==> src/rtl/game_pkg.sv <==
`default_nettype none
// ============================================================================
// Module      : game_pkg
// Description : Shared definitions for the game sequencer slice. This package
//               holds the FSM state encoding, the score width and the
//               saturating two-digit BCD increment helper.
// Revision    : 1.0 - initial release
// ============================================================================
package game_pkg;

    // Fixed encodings. These codes are visible on the state output port.
    typedef enum logic [2:0] {
        ST_ATTRACT = 3'd0,
        ST_READY   = 3'd1,
        ST_PLAY    = 3'd2,
        ST_DYING   = 3'd3,
        ST_OVER    = 3'd4
    } game_state_t;

    // Two packed BCD digits.
    localparam int c_BCD_WIDTH = 8;

    // Returns value + 1 in BCD. The result holds at 99 instead of wrapping.
    function automatic logic [c_BCD_WIDTH-1:0] bcd_sat_inc(
        input logic [c_BCD_WIDTH-1:0] value
    );
        logic [c_BCD_WIDTH-1:0] result;
        if (value == 8'h99) begin
            result = value;
        end else if (value[3:0] == 4'd9) begin
            result = {value[7:4] + 4'd1, 4'd0};
        end else begin
            result = {value[7:4], value[3:0] + 4'd1};
        end
        return result;
    endfunction

endpackage : game_pkg
`default_nettype wire

==> src/rtl/bcd_counter.sv <==
`default_nettype none
// ============================================================================
// Module      : bcd_counter
// Description : Two-digit BCD counter. It increments with saturation at 99
//               and has a synchronous clear. The clear has priority over the
//               increment.
// Ports       : clk     - system clock
//               rst     - asynchronous active-high reset
//               i_clr   - synchronous clear to 0x00
//               i_inc   - increment request (one per cycle)
//               o_value - current count, two BCD digits
// Revision    : 1.0 - initial release
// ============================================================================
module bcd_counter
    import game_pkg::*;
(
    input  logic                   clk,
    input  logic                   rst,
    input  logic                   i_clr,
    input  logic                   i_inc,
    output logic [c_BCD_WIDTH-1:0] o_value
);

    logic [c_BCD_WIDTH-1:0] r_value;

    always_ff @(posedge clk or posedge rst) begin
        if (rst) begin
            r_value <= '0;
        end else if (i_clr) begin
            r_value <= '0;
        end else if (i_inc) begin
            r_value <= bcd_sat_inc(r_value);
        end
    end

    assign o_value = r_value;

endmodule : bcd_counter
`default_nettype wire

==> src/rtl/game_sequencer.sv <==
`default_nettype none
// ============================================================================
// Module      : game_sequencer
// Description : Top-level game flow controller for a flappy-style game. The
//               block derives a frame tick from v_sync and a clean press pulse
//               from the raw button. It runs the
//               ATTRACT/READY/PLAY/DYING/OVER state machine, keeps the BCD
//               score and produces the physics strobes and the game-over blink.
// Options     : HISCORE_EN - when defined, keep a best-score register that is
//               updated on DYING->OVER. When undefined, best_bcd is 0x00.
// Ports       : clk         - 25 MHz pixel clock
//               rst         - asynchronous active-high reset
//               v_sync      - VGA vertical sync level (active low)
//               button      - raw asynchronous game button
//               collision   - overlap flag from the datapath (level)
//               pipe_passed - one-cycle pulse per cleared pipe
//               state       - current state code
//               frame_en    - physics/scroll update strobe (PLAY)
//               fall_en     - gravity-only strobe (DYING)
//               flap        - one-cycle upward impulse
//               score_bcd   - current score, two BCD digits
//               best_bcd    - best score, two BCD digits
//               blink       - game-over text blink enable
// Revision    : 1.0 - initial release
// ============================================================================
module game_sequencer
    import game_pkg::*;
#(
    parameter int DYING_FRAMES     = 30,
    parameter int OVER_HOLD_FRAMES = 60,
    parameter int BLINK_FRAMES     = 16
) (
    input  logic                   clk,
    input  logic                   rst,
    input  logic                   v_sync,
    input  logic                   button,
    input  logic                   collision,
    input  logic                   pipe_passed,
    output logic [2:0]             state,
    output logic                   frame_en,
    output logic                   fall_en,
    output logic                   flap,
    output logic [c_BCD_WIDTH-1:0] score_bcd,
    output logic [c_BCD_WIDTH-1:0] best_bcd,
    output logic                   blink
);

    // The counters must be able to hold the largest terminal count itself.
    localparam int c_MAX_AB     = (DYING_FRAMES > OVER_HOLD_FRAMES) ? DYING_FRAMES : OVER_HOLD_FRAMES;
    localparam int c_MAX_FRAMES = (c_MAX_AB > BLINK_FRAMES) ? c_MAX_AB : BLINK_FRAMES;
    localparam int c_CNT_W      = $clog2(c_MAX_FRAMES + 1);

    // ------------------------------------------------------------------
    // Frame tick: high for one cycle after the registered falling edge
    // of v_sync.
    // ------------------------------------------------------------------
    logic r_vs_q;
    logic r_vs_qq;
    logic w_frame_tick;

    always_ff @(posedge clk or posedge rst) begin
        if (rst) begin
            r_vs_q  <= 1'b0;
            r_vs_qq <= 1'b0;
        end else begin
            r_vs_q  <= v_sync;
            r_vs_qq <= r_vs_q;
        end
    end

    assign w_frame_tick = r_vs_qq & ~r_vs_q;

    // ------------------------------------------------------------------
    // Button: two-flop synchroniser followed by a registered rising-edge
    // detector. The press pulse appears on the third clk edge after the
    // input rises.
    // ------------------------------------------------------------------
    logic r_btn_s1;
    logic r_btn_s2;
    logic r_btn_d;
    logic r_press;

    always_ff @(posedge clk or posedge rst) begin
        if (rst) begin
            r_btn_s1 <= 1'b0;
            r_btn_s2 <= 1'b0;
            r_btn_d  <= 1'b0;
            r_press  <= 1'b0;
        end else begin
            r_btn_s1 <= button;
            r_btn_s2 <= r_btn_s1;
            r_btn_d  <= r_btn_s2;
            r_press  <= r_btn_s2 & ~r_btn_d;
        end
    end

    // ------------------------------------------------------------------
    // State machine
    // ------------------------------------------------------------------
    game_state_t          r_state;
    game_state_t          w_state_next;
    logic [c_CNT_W-1:0]   r_frame_cnt;   // DYING duration / OVER hold
    logic [c_CNT_W-1:0]   r_blink_cnt;
    logic                 r_blink;
    logic                 r_flap_play;   // registered flap for presses in PLAY
    logic                 w_hold_done;
    logic                 w_frame_en;
    logic                 w_fall_en;
    logic                 w_flap;
    logic                 w_score_clr;
    logic                 w_score_inc;

    assign w_hold_done = (r_frame_cnt == c_CNT_W'(OVER_HOLD_FRAMES));

    always_ff @(posedge clk or posedge rst) begin
        if (rst) begin
            r_state <= ST_ATTRACT;
        end else begin
            r_state <= w_state_next;
        end
    end

    always_comb begin
        w_state_next = r_state;
        w_frame_en   = 1'b0;
        w_fall_en    = 1'b0;
        w_flap       = 1'b0;
        w_score_clr  = 1'b0;
        w_score_inc  = 1'b0;
        case (r_state)
            ST_ATTRACT: begin
                if (r_press) begin
                    w_state_next = ST_READY;
                    w_score_clr  = 1'b1;
                end
            end
            ST_READY: begin
                // The launching press flaps during the transition cycle.
                if (r_press) begin
                    w_state_next = ST_PLAY;
                    w_flap       = 1'b1;
                end
            end
            ST_PLAY: begin
                w_frame_en = w_frame_tick;
                w_flap     = r_flap_play;
                // A collision is qualified only by a frame tick. When it
                // fires, it takes priority over a same-cycle pipe pass.
                if (collision && w_frame_tick) begin
                    w_state_next = ST_DYING;
                end else if (pipe_passed) begin
                    w_score_inc = 1'b1;
                end
            end
            ST_DYING: begin
                w_fall_en = w_frame_tick;
                if (w_frame_tick && (r_frame_cnt == c_CNT_W'(DYING_FRAMES - 1))) begin
                    w_state_next = ST_OVER;
                end
            end
            ST_OVER: begin
                if (r_press && w_hold_done) begin
                    w_state_next = ST_READY;
                    w_score_clr  = 1'b1;
                end
            end
            default: begin
                w_state_next = ST_ATTRACT;
            end
        endcase
    end

    // Frame and blink counters restart on every state change. The blink
    // phase starts high only when the next state is OVER.
    always_ff @(posedge clk or posedge rst) begin
        if (rst) begin
            r_frame_cnt <= '0;
            r_blink_cnt <= '0;
            r_blink     <= 1'b0;
        end else if (w_state_next != r_state) begin
            r_frame_cnt <= '0;
            r_blink_cnt <= '0;
            r_blink     <= (w_state_next == ST_OVER);
        end else if (w_frame_tick) begin
            if (r_state == ST_DYING) begin
                r_frame_cnt <= r_frame_cnt + 1'b1;
            end
            if (r_state == ST_OVER) begin
                if (!w_hold_done) begin
                    r_frame_cnt <= r_frame_cnt + 1'b1;
                end
                if (r_blink_cnt == c_CNT_W'(BLINK_FRAMES - 1)) begin
                    r_blink_cnt <= '0;
                    r_blink     <= ~r_blink;
                end else begin
                    r_blink_cnt <= r_blink_cnt + 1'b1;
                end
            end
        end
    end

    // A press during PLAY flaps one cycle later. The flap output is gated by
    // state, so a press that arrives as PLAY is left cannot leak into DYING.
    always_ff @(posedge clk or posedge rst) begin
        if (rst) begin
            r_flap_play <= 1'b0;
        end else begin
            r_flap_play <= (r_state == ST_PLAY) && r_press;
        end
    end

    // ------------------------------------------------------------------
    // Score and best score
    // ------------------------------------------------------------------
    bcd_counter u_score (
        .clk     (clk),
        .rst     (rst),
        .i_clr   (w_score_clr),
        .i_inc   (w_score_inc),
        .o_value (score_bcd)
    );

`ifdef HISCORE_EN
    logic [c_BCD_WIDTH-1:0] r_best;

    // A plain binary compare is correct for packed BCD digits.
    always_ff @(posedge clk or posedge rst) begin
        if (rst) begin
            r_best <= '0;
        end else if ((r_state == ST_DYING) && (w_state_next == ST_OVER) && (score_bcd > r_best)) begin
            r_best <= score_bcd;
        end
    end

    assign best_bcd = r_best;
`else
    assign best_bcd = '0;
`endif

    // ------------------------------------------------------------------
    // Outputs
    // ------------------------------------------------------------------
    assign state    = r_state;
    assign frame_en = w_frame_en;
    assign fall_en  = w_fall_en;
    assign flap     = w_flap;
    assign blink    = (r_state == ST_OVER) && r_blink;

endmodule : game_sequencer
`default_nettype wire

==> config.mk <==
export PLATFORM = sky130hd
export DESIGN_NAME = game_sequencer
export DESIGN_NICKNAME = d
export VERILOG_FILES = /design/src/rtl/game_pkg.sv /design/src/rtl/bcd_counter.sv /design/src/rtl/game_sequencer.sv
export SDC_FILE = /design/constraint.sdc
export NUM_CORES = 1
export LEC_CHECK = 0
export BUFFER_PORTS_ARGS = -buffer_cell sky130_fd_sc_hd__buf_2
export CORE_ASPECT_RATIO = 2
export CORE_UTILIZATION = 30
export CTS_BUF_LIST = sky130_fd_sc_hd__clkbuf_16
export CTS_CLUSTER_SIZE = 8
export DETAILED_ROUTE_END_ITERATION = 6
export GPL_ROUTABILITY_DRIVEN = 0
export PLACE_DENSITY = 0.48
export SLEW_MARGIN = 15
export SYNTH_ARGS = -nofsm -noshare
export SYNTH_HDL_FRONTEND = slang
export SYNTH_SLANG_ARGS = --single-unit
==> constraint.sdc <==
create_clock -name clk -period 5.3 [get_ports clk]
set_input_delay 0.53 -clock clk [delete_from_list [all_inputs] [get_ports clk]]
set_output_delay 0.53 -clock clk [all_outputs]
set_load 0.01 [all_outputs]
== Yosys cells after proc, flatten, opt, wreduce, memory -nomap -nowiden ==
Cells that the tools add are included.

* Memory bits (writable): 0
* ROM bits: 0
* Logic and storage cells: 81
* Latch bits: 0
* Bits in registers: 31
* Output and inout port bits: 23
* Memories kept: 0

* Div/mod/pow operators: 0
* Mux-type cells: 32
* Order comparisons: 0
* Reduce and logical (&&, ||, !) cells: 15
* Shift operators: 0
* Bitwise gates (word level): 5
* $mul: 0
* Add/subtract/negate cells: 4
* Eq/ne operators: 12

{| class="wikitable"
|+ Operators by type and width
! cell !! number
|-
| 2-to-1 mux 6 bit || 9
|-
| 2-to-1 mux 8 bit || 4
|-
| 2-to-1 mux 3 bit || 5
|-
| one-hot mux 3 bit (5 select lines) || 1
|-
| adder 6 x 1 -> 6 bit (second input constant) || 2
|-
| 2-to-1 mux 1 bit || 11
|-
| nonzero test 2 bit || 5
|-
| adder 4 x 1 -> 4 bit (second input constant) || 2
|-
| equality test 8 bit (second input constant) || 1
|-
| equality test 3 x 2 -> 1 bit (second input constant) || 2
|-
| equality test 3 bit (second input constant) || 2
|-
| equality test 6 x 4 -> 1 bit (second input constant) || 1
|-
| equality test 6 x 5 -> 1 bit (second input constant) || 1
|-
| equality test 6 bit (second input constant) || 1
|-
| AND reduction 3 bit || 2
|-
| logical AND 1 bit || 5
|-
| equality test 4 bit (second input constant) || 1
|-
| one-hot mux 1 bit (2 select lines) || 2
|-
| AND reduction 2 bit || 2
|-
| equality test 3 x 1 -> 1 bit (second input constant) || 1
|-
| zero test 3 bit || 1
|-
| inequality test 3 bit || 1
|-
| NOT 1 bit || 3
|-
| AND 1 bit || 2
|-
| inequality test 2 x 1 -> 1 bit (second input constant) || 1
|}

== Depth between registers and ports, before layout ==
* Word-level depth: 8
* Gate-level depth with buffers: 8
* Mapped depth without buffers: 7

== Hierarchy ==
A second synthesis with hierarchy kept.

* Cells, all modules: 203
* Area total of the unflattened synthesis: 2019.4 um2

{| class="wikitable"
|+ Modules (own cells, without submodules)
! module !! cells each !! area an instance (um2) !! sequential area each (um2) !! instances
|-
| game_sequencer || 152 || 1530.2 || 575.6 || 1
|-
| bcd_counter || 51 || 489.2 || 200.2 || 1
|}

== Worst setup path before layout ==
OpenSTA, ideal clock, no wires.

* Path kind: flip-flop to flip-flop
* Start: register r_state[0] (netlist: state[0])
* End: register r_blink_cnt[4]
* Data required time: 5.227 ns
* Cell stages (with the launch flop): 7
* Data arrival time: 1.702 ns
* Buffers on the path: 1
* Clock period less this slack: 1.776 ns
* Slack: 3.524 ns
* Cells stage by stage: dfrtp_1 > buf_6 > or3b_4 > nor2_4 > nand4_1 > or3b_1 > a21oi_2

* Longest elaborated chain between the ends: 5
* Elaborated cells between the ends (all ways): 16
* Classes of those cells: 5 x eq/ne; 7 x mux; 4 x reduce/logical

{| class="wikitable"
|+ Ends and longest elaborated chain
! element !! line !! text
|-
| start, declared || game_sequencer.sv:100 || <nowiki>game_state_t r_state;</nowiki>
|-
| start signal, assigned || game_sequencer.sv:119 || <nowiki>r_state <= w_state_next;</nowiki>
|-
| equality test 3 bit, or another cell as far along || game_sequencer.sv:130, game_sequencer.sv:188 ||
|-
| one-hot mux 3 bit (5 select lines) || game_sequencer.sv:130 || <nowiki>case (r_state)</nowiki>
|-
| inequality test 3 bit || game_sequencer.sv:180 || <nowiki>end else if (w_state_next != r_state) begin</nowiki>
|-
| nonzero test 2 bit (no source line) || -- ||
|-
| AND reduction 2 bit (no source line) || -- ||
|-
| end signal, assigned || game_sequencer.sv:196 || <nowiki>r_blink_cnt <= r_blink_cnt + 1'b1;</nowiki>
|-
| end, declared || game_sequencer.sv:103 || <nowiki>logic [c_CNT_W-1:0] r_blink_cnt;</nowiki>
|}

Parallel ways exist; a longest one is shown, timed or not.
A chain may end at the register's enable or synchronous reset.

== Worst setup path in the final report ==
* Start: register r_frame_cnt[0]
* End: register r_blink

* Longest elaborated chain between the ends: 7
* Elaborated cells between the ends (all ways): 14
* Classes of those cells: 4 x eq/ne; 4 x mux; 6 x reduce/logical

{| class="wikitable"
|+ Ends and longest elaborated chain
! element !! line !! text
|-
| start, declared || game_sequencer.sv:102 || <nowiki>logic [c_CNT_W-1:0] r_frame_cnt;</nowiki>
|-
| start signal, assigned || game_sequencer.sv:186 || <nowiki>r_frame_cnt <= r_frame_cnt + 1'b1;</nowiki>
|-
| start signal, assigned || game_sequencer.sv:190 || <nowiki>r_frame_cnt <= r_frame_cnt + 1'b1;</nowiki>
|-
| equality test 6 bit / equality test 6 x 5 -> 1 bit (equally long branches) || game_sequencer.sv:113, game_sequencer.sv:157 ||
|-
| logical AND 1 bit, on equally long branches || game_sequencer.sv:162, game_sequencer.sv:157 ||
|-
| 2-to-1 mux 3 bit, on equally long branches || game_sequencer.sv:162, game_sequencer.sv:157 ||
|-
| one-hot mux 3 bit (5 select lines) * || game_sequencer.sv:130 ||
|-
| inequality test 3 bit || game_sequencer.sv:180 ||
|-
| nonzero test 2 bit (no source line) || -- ||
|-
| AND reduction 3 bit (no source line) || -- ||
|-
| end signal, assigned || game_sequencer.sv:183 || <nowiki>r_blink <= (w_state_next == ST_OVER);</nowiki>
|-
| end signal, assigned || game_sequencer.sv:194 || <nowiki>r_blink <= ~r_blink;</nowiki>
|-
| end, declared || game_sequencer.sv:104 || <nowiki>logic r_blink;</nowiki>
|}

Every way passes the cells marked *; elsewhere a longest branch is shown, timed or not.

==> impl_metrics.yaml <==
logic_synthesis:
  avgSynthCellArea_um2: 9.790
  ys_warn_count: 0
  syn_area_mm2: 0.001733
  synth.distinct_cells: 47
  synth_ff_type: "dfrtp_1"
  syn_inst: 177
  ys_async_sr_fraction: 1.000
  synth-edff-count: 0
  seq_area_frac_synth: 0.4477
  yosys_register_bits: 31
pwr:
  peakVddDrop_uv: 249.0
  cellPowerDensity_mw_per_mm2: 403.3
  p_leak_nw: 0.9170
clock_tree:
  clock_sinks: 31
  cts_setup_buffers: 0
  cts_root_buf: "clkbuf_16"
  cts_resized: 0
  cts_max_path_buffers: 2
  postCtsHoldBufs: 0
  cts_buffers: 5
  htree_levels: 2
  cts_tree: "done"
  path_clk_slew_ns: 0.05
  clk_latency_ns: 0.27
timing:
  drv_slew: 0
  finClkSkew_ns: 0.002683
  hold_violations: 0
  min_period_ns: 2.196
  setup_viol: 0
  maxSlewHeadroom: 0.5211
  tns_ns: 0
  post-route-period-util: 0.4143
  rsz0062_at_grt: "false"
  timing.fmax_mhz: 455.4
  tightest_slew_ns: 0.7129
detailed_routing:
  firstDrtPassIters: 4
  drc: 0
  dr_wl_met3_um: 116
  met1_length_mm: 1.404
  drt_iter0_markers: 50
  routed.top_layer: "met4"
  vias_per_cell: 5.143
  post_drt_wl_per_cell_um: 14.25
  dr_total_vias: 1332
  drtAntennaViolNets: 0
  dr_wl_met2_mm: 2.089
  wirelength_mm: 3.691
floorplan:
  io_pins: 29
  rows: 38
  dieWidth_um: 55.74
  core_area_mm2: 0.005515
  dieArea_mm2: 0.006102
  die_h_um: 109.5
  start_util: 0.3142
layout:
  n_antenna_cell: 0
  drive_gt1_frac: 0.1910
  fillers: 580
  num-nets-final: 210
  final_area_mm2: 0.001977
  syn2layout_area_growth_pct: 14.08
place:
  hpwl_mm: 2.789
  io_buffers: 20
  placed_cell_area_mm2: 0.001839
global_route:
  grt_pass1_wl_mm: 6.327
  grt_max_degree: 32
  grt_pass1_vias: 1354
  overflow: 0
  antenna_found_initial: 0
  grtUsageTotal: 0.1384
critical_path:
  slowest_stage: "o21ai_2"
  crit_fanout: 13
  required_ns: 5.45
  crit_buf_inv: 1
  crit_family: "compound AO/OA/AOI/OAI gates"
  cpPeakStageDelay_ns: 0.54
  path_cells: "inv_1, ha_1, nand2_1, o21ai_0, a211oi_1, o21ai_2, mux2_2"
  worst_ep_arrival_time_ns: 2.35
  critPathKind: "reg2reg"
  critPathCaptureType: "flip-flop"
  cp-start-kind: "flip-flop"
run_status:
  status: "complete, no violations"
worst_hold_path:
  hp-class: "in2async"
job:
  drv_cap: 0
-- power breakdown --
group | internal, mW | total (mW) | switching (mW)
sequential | 0.271 | 0.321 | 0.0508
clock | 0.169 | 0.264 | 0.0945
combinational | 0.0849 | 0.212 | 0.127
total | 0.525 | 0.797 | 0.273
-- final timing paths --
kind | endpoint | from | slack (ns) | depth (start not counted)
max reg2reg | r_blink | r_frame_cnt[0] | 3.10 | 7
min reg2reg | r_btn_s2 | r_btn_s1 | 0.35 | 0
max in group asynchronous | r_blink_cnt[1] | rst | 4.67 | 3
min | r_btn_s2 | rst | 0.34 | 3
min in group clk | r_btn_s2 | r_btn_s1 | 0.35 | 0
max | r_blink | r_frame_cnt[0] | 3.10 | 7
-- per-layer routing --
layer / track usage / vias to the layer above
met4: 0.07679 / 0
met5: 0 / -
li1: - / 645
met1: 0.1433 / 654
met3: 0.02706 / 5
met2: 0.2573 / 28
-- Yosys cell counts, types with 5 or more instances --
cell type	n	area [um2]
nand4_1	6	37.54
buf_4	9	67.56
and2_1	5	31.28
xor2_1	5	43.79
nor3_1	5	25.02
nor2_1	15	56.30
a21oi_1	10	50.05
ha_1	6	75.07
inv_1	5	18.77
dfrtp_1	31	775.7
nand2_1	11	41.29
xnor2_1	6	52.55
o21ai_0	6	30.03
and3_1	5	31.28
nor2b_1	5	31.28
nand3_1	10	50.05
-- flip-flops by register name (all words and copies together), names as in the netlist --
name             cells
r_frame_cnt          6
r_blink              1
r_vs_q               1
r_flap_play          1
r_btn_s1             1
state                3
u_score.o_value      8
r_press              1
r_btn_d              1
r_vs_qq              1
r_btn_s2             1
r_blink_cnt          6
-- tightest hold or removal path, cell delays in order --
cell	delay, ns
buf_2	0.10
inv_1	0.04
buf_4	0.36
-- layout by cell type, fill, tap and decap left out, types with 3 or more instances in the layout --
cell       instances
clkbuf_16          5
nor2b_1            5
xor2_1             5
nand4_1            6
and3_1             5
nand3b_1           3
nor2_1            15
xnor2_1            6
dfrtp_1           31
nand3_1           10
conb_1             8
nor3_1             5
nor3b_1            3
ha_1               6
and2_1             5
a21oi_1           10
buf_2             20
nand2_1           11
o21ai_0            6
inv_1              7
-- through the flow --
step	total power, mW	worst slack (ns)	cells	hold slack [ns]	util
6_report	0.7973	3.104	259	0.3379	0.3584
5_1_grt	0.8582	2.890	259	0.3587	0.3584
4_1_cts	0.8083	3.110	259	0.3512	0.3584
3_5_place_dp	0.5403	3.123	251	0.3397	0.3335
3_3_place_gp	0.5431	3.144	251	0.3348	0.3335
2_1_floorplan	0.4871	3.524	184	0.3312	-
-- area by class of cell --
| cell class | count | area, um2 | area share |
|---|---|---|---|
| Sequential cell | 31 | 775.7 | 0.3924 |
| Timing Repair Buffer | 21 | 107.6 | 0.05443 |
| Multi-Input combinational cell | 134 | 862.1 | 0.4361 |
| Inverter | 5 | 18.77 | 0.009494 |
| Clock buffer | 5 | 125.1 | 0.06329 |
| Tap cell | 60 | 75.07 | 0.03797 |
| Clock inverter | 3 | 12.51 | 0.006329 |
-- cells by family after synthesis --
family	synth area share
flip-flops	0.4477
adder cells (fa/ha/maj)	0.04332
AND/OR/NAND/NOR	0.2773
XOR/XNOR	0.05559
buffers and inverters	0.07003
multiplexers	0.006498
other	0.002164
AO/OA/AOI/OAI	0.09748
No activity file was read; power rests on OpenSTA's default activity.
